==> src/rtl/pipe_skid_stage_pkg.sv <==
// IF->ID payload layout shared by the fetch stage, the boundary buffer and decode.
// Field offsets are the single source of truth; pack/unpack keep callers off raw bit slices.
package pipe_pkg;

  localparam int PC_WIDTH        = 32;
  localparam int INSTR_WIDTH     = 32;
  localparam int SPARE_WIDTH     = 31;

  localparam int PC_LSB          = 0;
  localparam int INSTR_LSB       = PC_LSB + PC_WIDTH;
  localparam int PRDT_TAKEN_BIT  = INSTR_LSB + INSTR_WIDTH;
  localparam int PC_MISALIGN_BIT = PRDT_TAKEN_BIT + 1;
  localparam int BUS_ERR_BIT     = PC_MISALIGN_BIT + 1;
  localparam int IFID_DATA_W     = BUS_ERR_BIT + 1 + SPARE_WIDTH;

  typedef struct packed {
    logic [SPARE_WIDTH-1:0] spare;
    logic                   bus_err;
    logic                   pc_misalign;
    logic                   prdt_taken;
    logic [INSTR_WIDTH-1:0] instr;
    logic [PC_WIDTH-1:0]    pc;
  } ifid_payload_t;

  function automatic logic [IFID_DATA_W-1:0] ifid_pack(
    input logic [PC_WIDTH-1:0]    pc,
    input logic [INSTR_WIDTH-1:0] instr,
    input logic                   prdt_taken,
    input logic                   pc_misalign,
    input logic                   bus_err
  );
    logic [IFID_DATA_W-1:0] d;
    d                             = '0;
    d[PC_LSB +: PC_WIDTH]         = pc;
    d[INSTR_LSB +: INSTR_WIDTH]   = instr;
    d[PRDT_TAKEN_BIT]             = prdt_taken;
    d[PC_MISALIGN_BIT]            = pc_misalign;
    d[BUS_ERR_BIT]                = bus_err;
    return d;
  endfunction

  function automatic ifid_payload_t ifid_unpack(input logic [IFID_DATA_W-1:0] d);
    return ifid_payload_t'(d);
  endfunction

endpackage

==> src/rtl/pipe_skid_stage_if.sv <==
// valid/ready/data handshake bundle; master drives valid+data, slave drives ready.
interface pipe_skid_stage_if
  import pipe_pkg::*;
#(
  parameter int DATA_W = IFID_DATA_W
);
  logic              valid;
  logic              ready;
  logic [DATA_W-1:0] data;

  modport master (output valid, output data, input ready);
  modport slave  (input valid, input data, output ready);
endinterface

==> src/rtl/pipe_skid_stage_fifo_mem.sv <==
// DEPTH x DATA_W storage: one synchronous write port, one asynchronous read port.
// Deliberately unreset; the controller never presents an entry it has not written.
module pipe_fifo_mem #(
  parameter  int DATA_W = 8,
  parameter  int DEPTH  = 2,
  localparam int AW     = $clog2(DEPTH)
) (
  input  logic              clk,
  input  logic              we,
  input  logic [AW-1:0]     waddr,
  input  logic [DATA_W-1:0] wdata,
  input  logic [AW-1:0]     raddr,
  output logic [DATA_W-1:0] rdata
);

  logic [DATA_W-1:0] mem [DEPTH];

  always_ff @(posedge clk) begin
    if (we) mem[waddr] <= wdata;
  end

  assign rdata = mem[raddr];

endmodule

==> src/rtl/pipe_skid_stage.sv <==
// IF->ID boundary buffer: DEPTH-entry circular queue with registered upstream ready,
// synchronous flush and a consumer-side hold. Control state is just pointers + count.
module pipe_skid_stage
  import pipe_pkg::*;
#(
  parameter  int DATA_W = IFID_DATA_W,
  parameter  int DEPTH  = 2,
  localparam int CNT_W  = $clog2(DEPTH + 1),
  localparam int PTR_W  = $clog2(DEPTH)
) (
  input  logic             clk,
  input  logic             rst,
  pipe_skid_stage_if.slave  up,
  pipe_skid_stage_if.master dn,
  input  logic             flush,
  input  logic             hold,
  output logic [CNT_W-1:0] count
);

  logic             rst_q;
  logic [PTR_W-1:0] wr_ptr;
  logic [PTR_W-1:0] rd_ptr;
  logic             push;
  logic             pop;

  // ready depends only on registered state (plus the reset input), never on dn.ready
  assign up.ready = ~rst & ~rst_q & (count != CNT_W'(DEPTH));
  assign dn.valid = (count != '0) & ~hold;

  assign push = up.valid & up.ready & ~flush;
  assign pop  = dn.valid & dn.ready & ~flush;

  always_ff @(posedge clk) begin
    rst_q <= rst;
    if (rst || flush) begin
      count  <= '0;
      wr_ptr <= '0;
      rd_ptr <= '0;
    end else begin
      if (push) wr_ptr <= wr_ptr + 1'b1;
      if (pop)  rd_ptr <= rd_ptr + 1'b1;
      count <= count + CNT_W'(push) - CNT_W'(pop);
    end
  end

  pipe_fifo_mem #(
    .DATA_W (DATA_W),
    .DEPTH  (DEPTH)
  ) u_mem (
    .clk   (clk),
    .we    (push),
    .waddr (wr_ptr),
    .wdata (up.data),
    .raddr (rd_ptr),
    .rdata (dn.data)
  );

endmodule

==> src/flat_wrapper.sv <==
// flat-port wrapper written by rule: the top's interface ports become plain ports
module pipe_skid_stage_flat import pipe_pkg::*;
#(
  parameter  int DATA_W = IFID_DATA_W,
  parameter  int DEPTH  = 2,
  localparam int CNT_W  = $clog2(DEPTH + 1),
  localparam int PTR_W  = $clog2(DEPTH)
)
  (clk, rst, flush, hold, count, up_valid, up_data, up_ready, dn_valid, dn_data, dn_ready);
  pipe_skid_stage_if #(.DATA_W(DATA_W)) up_i ();
  pipe_skid_stage_if #(.DATA_W(DATA_W)) dn_i ();
  input  logic clk;
  input  logic rst;
  input  logic flush;
  input  logic hold;
  output logic [CNT_W-1:0] count;
  input wire logic [$bits(up_i.valid)-1:0] up_valid;
  input wire logic [$bits(up_i.data)-1:0] up_data;
  output wire logic [$bits(up_i.ready)-1:0] up_ready;
  output wire logic [$bits(dn_i.valid)-1:0] dn_valid;
  output wire logic [$bits(dn_i.data)-1:0] dn_data;
  input wire logic [$bits(dn_i.ready)-1:0] dn_ready;
  assign up_i.valid = up_valid;
  assign up_i.data = up_data;
  assign up_ready = up_i.ready;
  assign dn_valid = dn_i.valid;
  assign dn_data = dn_i.data;
  assign dn_i.ready = dn_ready;
  pipe_skid_stage #(.DATA_W(DATA_W), .DEPTH(DEPTH)) u_core (.clk(clk), .rst(rst), .up(up_i), .dn(dn_i), .flush(flush), .hold(hold), .count(count));
endmodule
==> config.mk <==
export PLATFORM = sky130hd
export DESIGN_NAME = pipe_skid_stage_flat
export DESIGN_NICKNAME = d
export VERILOG_FILES = /design/src/rtl/pipe_skid_stage_pkg.sv /design/src/rtl/pipe_skid_stage_if.sv /design/src/rtl/pipe_skid_stage_fifo_mem.sv /design/src/rtl/pipe_skid_stage.sv /design/src/flat_wrapper.sv
export SDC_FILE = /design/constraint.sdc
export NUM_CORES = 1
export LEC_CHECK = 0
export ABC_AREA = 1
export BUFFER_PORTS_ARGS = -buffer_cell sky130_fd_sc_hd__buf_2
export CAP_MARGIN = 40
export CORE_ASPECT_RATIO = 1.25
export CORE_UTILIZATION = 47
export CTS_CLUSTER_SIZE = 24
export DETAILED_ROUTE_END_ITERATION = 10
export GPL_ROUTABILITY_DRIVEN = 0
export PLACE_DENSITY_LB_ADDON = 0.3
export SLEW_MARGIN = 10
export SYNTH_ARGS = -nofsm -noshare
export SYNTH_HDL_FRONTEND = slang
export SYNTH_HIERARCHICAL = 1
export SYNTH_SLANG_ARGS = --single-unit
==> constraint.sdc <==
create_clock -name clk -period 5.5 [get_ports clk]
set_clock_uncertainty 0.15 [all_clocks]
set_input_delay 0 -clock clk [delete_from_list [all_inputs] [get_ports clk]]
set_output_delay 0 -clock clk [all_outputs]
set_load 0.02 [all_outputs]
Word level (Yosys, flattened, before mapping)
Memories as Yosys holds them, arrays and structs flattened. A register that Yosys moved wholly into a read port is not among the register bits.
Cells that the tools add are included.
{"block": "classes", "n_addsub": 4, "n_mul": 0, "div": 0, "n_lt_le_gt_ge": 0, "eq_ne": 1, "n_shift": 0, "muxes": 4, "bitwise_logic": 11, "n_reduce_logical": 2}
{"operator": "bitwise AND 1 bit", "count": 7}
{"operator": "2-to-1 mux 1 bit", "count": 4}
{"operator": "NOT 1 bit", "count": 4}
{"operator": "adder 1 bit, second input constant", "count": 2}
{"operator": "adder 2 x 1 -> 2 bit", "count": 1}
{"operator": "!= test 2 bit, second input constant", "count": 1}
{"operator": "nonzero test 2 bit", "count": 1}
{"operator": "subtractor 2 x 1 -> 2 bit", "count": 1}
{"operator": "logical OR 1 bit", "count": 1}
{"block": "word_totals", "register_bits": 5, "latch_bits": 0, "ram_bits": 196, "romBits": 0, "out_inout_bits": 102, "word_cells": 27, "mem_count": 1}
{"memory": "u_core.u_mem.mem", "depth": 2, "word_bits": 98, "rd": 1, "rd_clocked_by_memory_dff": 1, "write_ports": 1, "line": "pipe_skid_stage_fifo_mem.sv:16", "source": "logic [DATA_W-1:0] mem [DEPTH];"}

Logic depth before layout (Yosys ltp)
Gate-level depths: netlist of the first run.
{"block": "logic_depth", "ltp_word": 7, "depth_mapped": 11, "depth_no_buf": 11}

By module
Netlist of the first run, hierarchy kept.
{"module": "pipe_fifo_mem", "n_inst": 1, "cells_each": 516, "area_each_um2": 7144.4, "seq_area_each_um2": 5885.6}
{"module": "pipe_skid_stage", "n_inst": 1, "cells_each": 44, "area_each_um2": 296.5, "seq_area_each_um2": 100.1}

Least setup slack after synthesis of the first run
OpenSTA, ideal clock, no wires.
{"block": "synth_timing", "kind": "flip-flop to flip-flop", "startpoint": "reg u_core.count[0]", "endpoint": "mem u_core/u_mem/mem[0][0] (netlist bit) (enable)", "setup_ps": 558, "arrival_ps": 4945, "required_ps": 4792, "setup_slack_ps": -153, "path_stages_with_launch": 7, "synth_period_minus_slack_ps": 5653, "path_cell_list": "dfxtp_1 -> inv_1 -> nand2_1 -> nand2_2 -> nor2_4 -> inv_1 -> nor2_1"}
{"block": "synth_via", "elab_chain_len": 6}
{"element": "from (decl)", "line": "pipe_skid_stage.sv:17", "source": "output logic [CNT_W-1:0] count"}
{"element": "from (signal assigned)", "line": "pipe_skid_stage.sv:42", "source": "count <= count + CNT_W'(push) - CNT_W'(pop);"}
{"element": "!= test 2 bit", "line": "pipe_skid_stage.sv:27", "source": "assign up.ready = ~rst & ~rst_q & (count != CNT_W'(DEPTH));"}
{"element": "bitwise AND 1 bit", "line": "pipe_skid_stage.sv:27"}
{"element": "bitwise AND 1 bit (2 in a row)", "line": "pipe_skid_stage.sv:30", "source": "assign push = up.valid & up.ready & ~flush;"}
{"element": "net u_core.push", "line": "pipe_skid_stage.sv:23", "source": "logic push;"}
{"element": "2-to-1 mux 1 bit", "line": "pipe_skid_stage_fifo_mem.sv:19", "source": "if (we) mem[waddr] <= wdata;"}
{"element": "2-to-1 mux 1 bit (not written as such)", "line": "pipe_skid_stage_fifo_mem.sv:19"}
{"element": "to (decl)", "line": "pipe_skid_stage_fifo_mem.sv:16"}
The timed path passes the listed nets, and every way through them passes these cells.

Final worst setup path of the first run
{"block": "layout_timing", "startpoint": "reg u_core.count[0]", "endpoint": "mem u_core/u_mem/mem[1][63] (netlist bit) (enable)"}
The elaborated chain is that of the path after synthesis.

==> results_dict.tcl, run 1 <==
set metrics [dict create \
    hold-path-endpoint "u_core/count[1]" \
    slew_viol_final 0 \
    netSwitchingFraction_pct 18.75 \
    static-leakage-power_uw 0.004303 \
    port_buffers 205 \
    critical_path.endpoint_type "register" \
    synth-edff-count 196 \
    clk_transition_reported_paths_ns 0.06 \
    dr_total_vias 5199 \
    cts_setup_buffers 0 \
    final_hold_viol_count 0 \
    fp.dieArea_um2 16340 \
    post_synth_xor_area_fraction_pct 0 \
    placementRows 51 \
    synth_top_area_share_pct 79.10 \
    power_density_nw_per_um2 301.5 \
    min_hold_slack_ns 0.04729 \
    yosys.area_share.adder_pct 0.3363 \
    hold_path_depth 7 \
    power.clock.fraction_pct 40.1 \
    synth_top_family_by_area "simple AND/OR/NAND/NOR gates" \
    antenna_violations_before_repair 0 \
    yosys.area.top_type "edfxtp_1" \
    layout-area-overhead-vs-synth_pct 38.67 \
    finalCritPeriodShare_pct 47.50 \
    finalWirelength_mm 16.38 \
    synth.yosys.seq_area_share_pct 80.44 \
    crit_path_start_kind "register" \
    overflow 0 \
    clock_tree.htree_level_count 1 \
    internal_power_uw 2527 \
    dpl.hpwl_mm 9.297 \
    final_nets 979 \
    drv_cap 0 \
    viasPerCell 4.739 \
    die_w_um 114.5 \
    ys_ff_latch 201 \
    chipHeight_um 142.7 \
    capturing_point_of_the_worst_reg2reg_path "u_core/u_mem/mem[1][63]" \
    switching_power_uw 583.3 \
    ff2ff_setup_slack_ns 2.89 \
    postSynth.asyncResetShare_pct 0 \
    criticalPathCategory "register to register" \
    critical_path_required_ns 5.46 \
    status "finished clean" \
    number_of_global_route_vias_before_repair 5286 \
    clock_tree_from_tritoncts "built" \
    cts_buffer_depth 3 \
    first_iter_violations 273 \
    layout.core_utilization_pct 66.55 \
    synth_simple_gate_area_share_pct 16.50 \
    fin_tns_setup_ns 0 \
    synthDistinctLibCells 18 \
    final_layout_size_suffix_gt1_share_pct 27.38 \
    detail-route-antenna-nets 0 \
    synth.area.mux_share_pct 0 \
    top_cells_by_count_synth "nand2_1, edfxtp_1, buf_2" \
    mappedNetlistArea_um2 7441 \
    final_critical_path_required_period_ns 2.613 \
    core_region_area_um2 15510 \
    arrival_ns 2.57 \
    cts_hold_repair.buffers 103 \
    io_pins 206 \
    final_setup_viols 0 \
    fmaxAchievable_mhz 382.8 \
    placed_instances 960 \
    worstHoldStart "hold" \
    synth_compound_gate_area_share_pct 0.1345 \
    p_seq_share_pct 54.7 \
    worst_r2r_startpoint "u_core/count[0]" \
    post_synth_main_area_contributors "edfxtp_1, nand2_1, dfxtp_1" \
    worst-slew-pin-transition_ns 0.7059 \
    avgRoutedWirePerCell_um 14.93 \
    ir_drop_uv 291.1 \
    syn_area_per_cell_um2 13.29 \
    yosysMostFrequentCell "nand2_1" \
    clock_sinks 201 \
    clock_latency_reported_for_the_late_side_of_the_worst_skew_pair_ns 0.47 \
    total_power_uw 3111 \
    hp-class "input port to register" \
    postSynthNetCount 666 \
    initial_utilization_pct 47.99 \
    count_of_placed_standard_cells_in_the_final_layout_fillers_left_out 1097 \
    cts-root-buf "clkbuf_16" \
    rsz0062_at_grt "false" \
    slew_headroom_pct 52.94 \
    cts-buffers-inserted 20 \
    r2r_cells 7 \
    cts-resized-gates 0 \
    grt_start_max_net_pins 99 \
    detail_route.drc_violations 0 \
    ys_warn_count 6 \
    detailedRoute.firstPassIterationCount 6 \
    worst-path-max-fanout 51 \
    first_pass_grt_wire_length_mm 24.65 \
    power_frac_comb_pct 5.3 \
    post_synth_inst_count 560 \
    globalRouteTotalUtil_pct 19.73 \
    ys.flop_type "edfxtp_1" \
]
[cell families after synthesis]
group / Yosys count
flip-flops: 201
AO/OA/AOI/OAI: 2
adder cells (fa/ha/maj): 2
AND/OR/NAND/NOR: 319
buffers and inverters: 36
[power groups by stage]
stage	registers (uW)	logic, uW	clock network (uW)
after floorplan	1730	37.8	0
after global placement	1730	99.4	0
after detailed placement	1730	105	0
after CTS	1700	162	1270
after global routing	1700	176	1330
final	1700	163	1250
[sequential cells by signal, indices dropped and copies added (netlist names)]
name,count
u_core/rst_q,1
u_core/rd_ptr,1
u_core/wr_ptr,1
u_core/count,2
u_core/u_mem/mem,196
[metrics by stage]
stage                     area (um2)  setup WS (ns)
after floorplan                 7443          1.551
after global placement          8640          3.017
after detailed placement        8687          2.922
after CTS                      10320          2.907
after global routing           10320          2.768
final                          10320          2.887
[how the worst max path moves through the flow]
stage / startpoint / end / slack, ns / cells past startpoint
2_1_floorplan: u_core/count[0] / u_core/u_mem/mem[0][0] / 1.55 / 6
6_report: u_core/count[0] / u_core/u_mem/mem[1][63] / 2.89 / 7
3_3_place_gp: u_core/count[0] / u_core/u_mem/mem[1][63] / 3.02 / 7
5_1_grt: u_core/count[0] / u_core/u_mem/mem[1][25] / 2.77 / 7
3_5_place_dp: u_core/count[0] / u_core/u_mem/mem[1][28] / 2.92 / 7
4_1_cts: u_core/count[0] / u_core/u_mem/mem[1][63] / 2.91 / 7
[layer usage]
layer	up-vias	part of all wire (%)	track usage (%)
li1	2497	-	-
met3	35	6.6	4.711
met2	180	55	38.63
met1	2487	36	19.49
met4	0	2.7	8.271
met5	-	0	0
[cell type report]
cell class              count  area (um2)
diodes                      1       2.502
clock buffers              28       551.8
clock inverters             5       46.29
fillers                  1087        5187
inverters                  15       61.31
multi-input cells         323        1270
flip-flops and latches    201        5989
well taps                 212       265.3
repair buffers            312        2132
[worst max-delay path, cell delays in order, from the launching register on]
cell	delay (ns)
dfxtp_1	0.37
inv_1	0.06
nand2_1	0.10
nand2_2	0.10
nor2_4	0.13
nand2_1	0.10
inv_4	0.49
buf_4	0.69
[cells in the final DEF (no fill, tap or decap), types with 2 or more instances in the layout]
master / count
dfxtp_1: 4
nor2_1: 7
ha_1: 2
clkinv_1: 3
edfxtp_1: 196
nor2_4: 3
nand2_1: 302
inv_1: 12
dlygate4sd3_1: 103
buf_12: 2
buf_2: 205
clkbuf_16: 21
inv_4: 2
clkbuf_1: 7
nand3_1: 2
a21oi_1: 2
nor2_2: 2
Note: power is estimated with default switching activity, not from simulation.
==> run 2: changes to the inputs <==
- clock period: 5.5 -> 2.1 ns (I/O delays scaled with it)
==> run 2 against run 1 <==
Effect of this change:
- global-route usage is 0.36 points higher
- critical path depth down 2
- sequential power increased to 2.6 times the previous value
- via count increased by 0.27%
- sequential cell count is the same
- wire length grew 1.8%
- cell count grew 0.64%
- worst setup slack got worse by 2.7 ns
- clock-buffer cell count fell by 4
- die area stayed put
==> results_dict.tcl, run 2 (synthesis results as in run 1) <==
set metrics [dict create \
    count_of_placed_standard_cells_in_the_final_layout_fillers_left_out 1104 \
    rsz0062_at_grt "false" \
    total_power_uw 8485 \
    first_pass_grt_wire_length_mm 25.21 \
    placementRows 51 \
    worst-slew-pin-transition_ns 0.3895 \
    leading_cell_types_in_the_layout_fill_and_taps_excluded "nand2_1, buf_2, edfxtp_1, dlygate4sd3_1, clkbuf_16" \
    post_place_setup_slack_ns 0.2294 \
    globalRouteTotalUtil_pct 20.09 \
    layout-area-overhead-vs-synth_pct 40.88 \
    detail_route.drc_violations 0 \
    overflow 0 \
    fin_tns_setup_ns 0 \
    cts_buffer_depth 3 \
    clock_tree.htree_level_count 1 \
    dpl.hpwl_mm 9.712 \
    hp-class "input port to register" \
    placed_instances 966 \
    register_with_the_highest_flop_count "u_core/u_mem/mem" \
    final_layout_size_suffix_gt1_share_pct 29.26 \
    number_of_global_route_vias_before_repair 5216 \
    final_critical_path_required_period_ns 1.949 \
    critical_path.endpoint_type "primary output" \
    cts_setup_buffers 0 \
    clk_transition_reported_paths_ns 0.06 \
    detailedRoute.firstPassIterationCount 5 \
    first_iter_violations 260 \
    p_seq_share_pct 52.5 \
    worst-path-max-fanout 48 \
    chipHeight_um 142.7 \
    arrival_ns 1.80 \
    clock_sinks 201 \
    final_hold_viol_count 0 \
    netSwitchingFraction_pct 19.06 \
    final_setup_viols 0 \
    grt_start_max_net_pins 83 \
    clock_tree_from_tritoncts "built" \
    power_density_nw_per_um2 809.4 \
    initial_utilization_pct 47.99 \
    switching_power_uw 1617 \
    drv_cap 0 \
    die_w_um 114.5 \
    clock_latency_reported_for_the_late_side_of_the_worst_skew_pair_ns 0.47 \
    detail-route-antenna-nets 0 \
    finalWirelength_mm 16.68 \
    power.clock.fraction_pct 42.4 \
    power_frac_comb_pct 5.1 \
    ir_drop_uv 712.5 \
    cts-root-buf "clkbuf_16" \
    critical_path_required_ns 1.95 \
    crit_path_start_kind "register" \
    antenna-diode-count 0 \
    internal_power_uw 6867 \
    dr_total_vias 5213 \
    core_region_area_um2 15510 \
    layout.cells.most_common "nand2_1" \
    slew_headroom_pct 73.79 \
    final_nets 986 \
    port_buffers 205 \
    fmaxAchievable_mhz 513.2 \
    cts-buffers-inserted 20 \
    postLayoutSetupSlackWorst_ns 0.1513 \
    largest_reg_flops 196 \
    viasPerCell 4.722 \
    fp.dieArea_um2 16340 \
    reg_top3 "u_core/u_mem/mem x196, u_core/count x2" \
    avgRoutedWirePerCell_um 15.11 \
    io_pins 206 \
    finalCritPeriodShare_pct 92.80 \
    slew_viol_final 0 \
    status "finished clean" \
    antenna_violations_before_repair 0 \
    criticalPathCategory "register to primary output" \
    static-leakage-power_uw 0.004374 \
]
[run 2: cell types whose count changed in the layout (fill, tap and decap cells not counted), moves of 2 or more]
cell / delta
buf_12: +4
buf_4: +2
bufinv_16: +2
clkbuf_1: -4
clkinv_1: -3
clkinv_2: +5
clkinvlp_4: +2
dfxtp_1: -2
dfxtp_4: +2
inv_1: -2
inv_2: +2
[run 2: repair_timing]
action,in CTS,in global routing
hold buffers,104,0
endpoints found under the setup margin,0,23
gates resized for setup,0,1
endpoints found under the hold margin,207,0
[run 2: critical path, cell delays in order, from the launching register on]
cell     delay, ns
dfxtp_4       0.43
inv_4         0.22
buf_12        0.25
nand2_1       0.08
nand2_1       0.10
buf_2         0.17
[run 2: worst paths after layout]
kind	start	endpoint	slack, ns	cells past startpoint
max	u_core/rd_ptr	dn_data[65]	0.15	5
min	rst	u_core/rst_q	0.05	2
max reg2reg	u_core/count[0]	u_core/u_mem/mem[0][87]	0.25	7
min reg2reg	u_core/wr_ptr	u_core/wr_ptr	0.44	2
[run 2: through the flow]
step           instance area [um2]  hold slack [ns]  util (%)
6_report                     10480          0.04791     67.60
3_5_place_dp                  8773       -0.0007197     56.58
4_1_cts                      10480          0.03093     67.58
5_1_grt                      10480          0.03944     67.60
3_3_place_gp                  8773        -0.009770     56.58
2_1_floorplan                 7462          -0.1223         -
[run 2: final cells by class]
type | instances | area (um2)
clock inverter | 10 | 127.6
tap | 212 | 265.3
multi-input combinational | 323 | 1272
inverter | 15 | 62.56
timing repair buffer | 319 | 2221
fill | 1084 | 5024
sequential | 201 | 5997
clock buffer | 24 | 536.8
[run 2: per-layer routing]
metal | vias to the layer above | track usage (%) | wire length [um]
li1 | 2515 | - | -
met1 | 2482 | 23.44 | 6510
met2 | 181 | 36.33 | 8567
met3 | 35 | 4.584 | 1162
met4 | 0 | 6.767 | 436
met5 | - | 0 | 0
[run 2: power groups by stage]
stage               Combinational, uW  Sequential (uW)  Clock [uW]
finish                            436             4450        3600
global route                      473             4450        3830
CTS                               434             4450        3660
detailed placement                279             4540           0
global placement                  267             4530           0
floorplan                        99.8             4540           0
==> run 3: changes to the inputs <==
- CORE_UTILIZATION: 47 -> 25
==> run 3 against run 2 <==
Effect of this change:
- clock power rose by 9.4%
- worst hold slack got worse by 0.011 ns
- total power rose by 4.0%
- wire length rose by 2.7%
- sequential cell count did not move
- worst setup slack got worse by 0.046 ns
- via count fell by 3.4%
- sequential share of layout area fell by 1.7 points
- combinational power fell by 1%
- maximum frequency fell by 2.3%
- sequential power barely moved
- critical path depth rose by 2
- critical endpoint is now u_core/wr_ptr
==> results_dict.tcl, run 3 (synthesis results as in run 1) <==
set metrics [dict create \
    r2r_cells 7 \
    io_pins 206 \
    detail-route-antenna-nets 0 \
    hold_path_depth 2 \
    slew_headroom_pct 66.21 \
    static-leakage-power_uw 0.004415 \
    antenna_violations_before_repair 0 \
    initial_utilization_pct 25.44 \
    overflow 0 \
    finalCritPeriodShare_pct 95.01 \
    post_place_setup_slack_ns 0.3473 \
    fmaxAchievable_mhz 501.2 \
    cts_buffer_depth 3 \
    critical-path-top-cell-by-count "dlygate4sd3_1" \
    avgRoutedWirePerCell_um 13.26 \
    leading_cell_types_in_the_layout_fill_and_taps_excluded "nand2_1, buf_2, edfxtp_1, dlygate4sd3_1, clkbuf_16" \
    cts-root-buf "clkbuf_16" \
    layout.core_utilization_pct 36.92 \
    first_iter_violations 165 \
    clk_transition_reported_paths_ns 0.06 \
    dpl.hpwl_mm 10.57 \
    ir_drop_uv 487.7 \
    critical-path-top-delay-family "buffers and inverters" \
    cp_slowest_stage_delay_ns 0.54 \
    fp.dieArea_um2 30460 \
    layout-area-overhead-vs-synth_pct 45.15 \
    clock_tree_from_tritoncts "built" \
    globalRouteTotalUtil_pct 11.48 \
    hp-class "input port to register" \
    status "finished clean" \
    clock_latency_reported_for_the_late_side_of_the_worst_skew_pair_ns 0.50 \
    core_region_area_um2 29250 \
    final_critical_path_required_period_ns 1.995 \
    critical_path_required_ns 2.33 \
    placementRows 70 \
    final_nets 989 \
    port_buffers 205 \
    power_density_nw_per_um2 817.0 \
    rsz0062_at_grt "false" \
    worstHoldStart "rst" \
    grt_start_max_net_pins 61 \
    final_layout_size_suffix_gt1_share_pct 29.35 \
    startpoint "u_core/count[0]" \
    finalWirelength_mm 17.13 \
    postLayoutSetupSlackWorst_ns 0.1049 \
    hold-path-endpoint "u_core/rst_q" \
    final_setup_viols 0 \
    worst-path-max-fanout 4 \
    detailedRoute.firstPassIterationCount 5 \
    die_w_um 156.3 \
    antenna-diode-count 0 \
    dpl_cell_area_um2 9004 \
    number_of_global_route_vias_before_repair 5232 \
    critical_path.endpoint_type "register" \
    fin_tns_setup_ns 0 \
    first_pass_grt_wire_length_mm 27.07 \
    largest_reg_flops 196 \
    chipHeight_um 194.9 \
    path_cells "inv_2 > nand2_2 > nand4_1 > nand2_1 > dlygate4sd3_1 > nor2_1 > dlygate4sd3_1" \
    detail_route.drc_violations 0 \
    slew_viol_final 0 \
    ff2ff_setup_slack_ns 0.10 \
    timing.critical_path.slowest_stage_cell "dlygate4sd3_1" \
    reg_top3 "u_core/u_mem/mem x196, u_core/count x2" \
    final_design_area_no_fill_um2 10800 \
    dr_total_vias 5035 \
    clock_sinks 201 \
    capturing_point_of_the_worst_reg2reg_path "u_core/wr_ptr" \
    crit_path_start_kind "register" \
    cts-buffers-inserted 22 \
    criticalPathCategory "register to register" \
    total_power_uw 8824 \
    viasPerCell 3.897 \
    timing.critical_path.buf_inv 3 \
    worst_r2r_startpoint "u_core/count[0]" \
    final_hold_viol_count 0 \
    layout.cells.most_common "nand2_1" \
    register_with_the_highest_flop_count "u_core/u_mem/mem" \
    arrival_ns 2.22 \
    clock_tree.htree_level_count 1 \
    worst-slew-pin-transition_ns 0.5069 \
    drv_cap 0 \
]
[run 3: changes by cell type in the layout (fill, tap and decap cells not counted), moves of 2 or more]
cell / delta
clkbuf_1: -3
clkbuf_16: +2
clkinv_1: +4
clkinv_2: -2
[run 3: cell type report]
| type | instances | area (um2) |
|---|---|---|
| clock buffers | 23 | 575.6 |
| clock inverters | 14 | 170.2 |
| fillers | 2891 | 18450 |
| inverters | 15 | 62.56 |
| multi-input cells | 323 | 1272 |
| flip-flops and latches | 201 | 5997 |
| well taps | 396 | 495.5 |
| repair buffers | 320 | 2227 |
[run 3: power breakdown]
part           switching (uW)  internal (uW)
clock                    1480           2460
combinational             193            238
sequential               8.67           4440
[run 3: worst max-delay path by stage]
| stage | cells after the start | to |
|---|---|---|
| after floorplan | 6 | u_core/u_mem/mem[0][0] |
| after global placement | 7 | u_core/u_mem/mem[1][88] |
| after detailed placement | 7 | u_core/u_mem/mem[1][95] |
| after CTS | 7 | u_core/wr_ptr |
| after global routing | 5 | u_core/wr_ptr |
| final | 7 | u_core/wr_ptr |
[run 3: metal layers]
layer	global-route usage (%)	share of wire, %	vias up
met5	0	0	-
met4	4.321	2.7	0
met3	2.698	6.3	28
met2	19.97	49	148
met1	13.62	42	2336
li1	-	-	2523
[run 3: stage by stage]
step | hold WS [ns] | instances
after floorplan | -0.1223 | 560
after global routing | 0.01933 | 1292
after CTS | 0.007094 | 1292
after global placement | -0.008091 | 1150
after detailed placement | -0.006461 | 1150
final | 0.03689 | 1292
[run 3: worst reg2reg max path, delay by kind of cell (launching register included)]
| family | cells | cell delay (ns) |
|---|---|---|
| AND/OR/NAND/NOR | 4 | 0.25 |
| flip-flops | 1 | 0.36 |
| buffers and inverters | 3 | 1.11 |
[run 3: what timing repair did]
action	in CTS	in global routing
endpoints found under the hold margin	201	0
buffers inserted	0	0
hold buffers	105	0
resized for setup	0	0
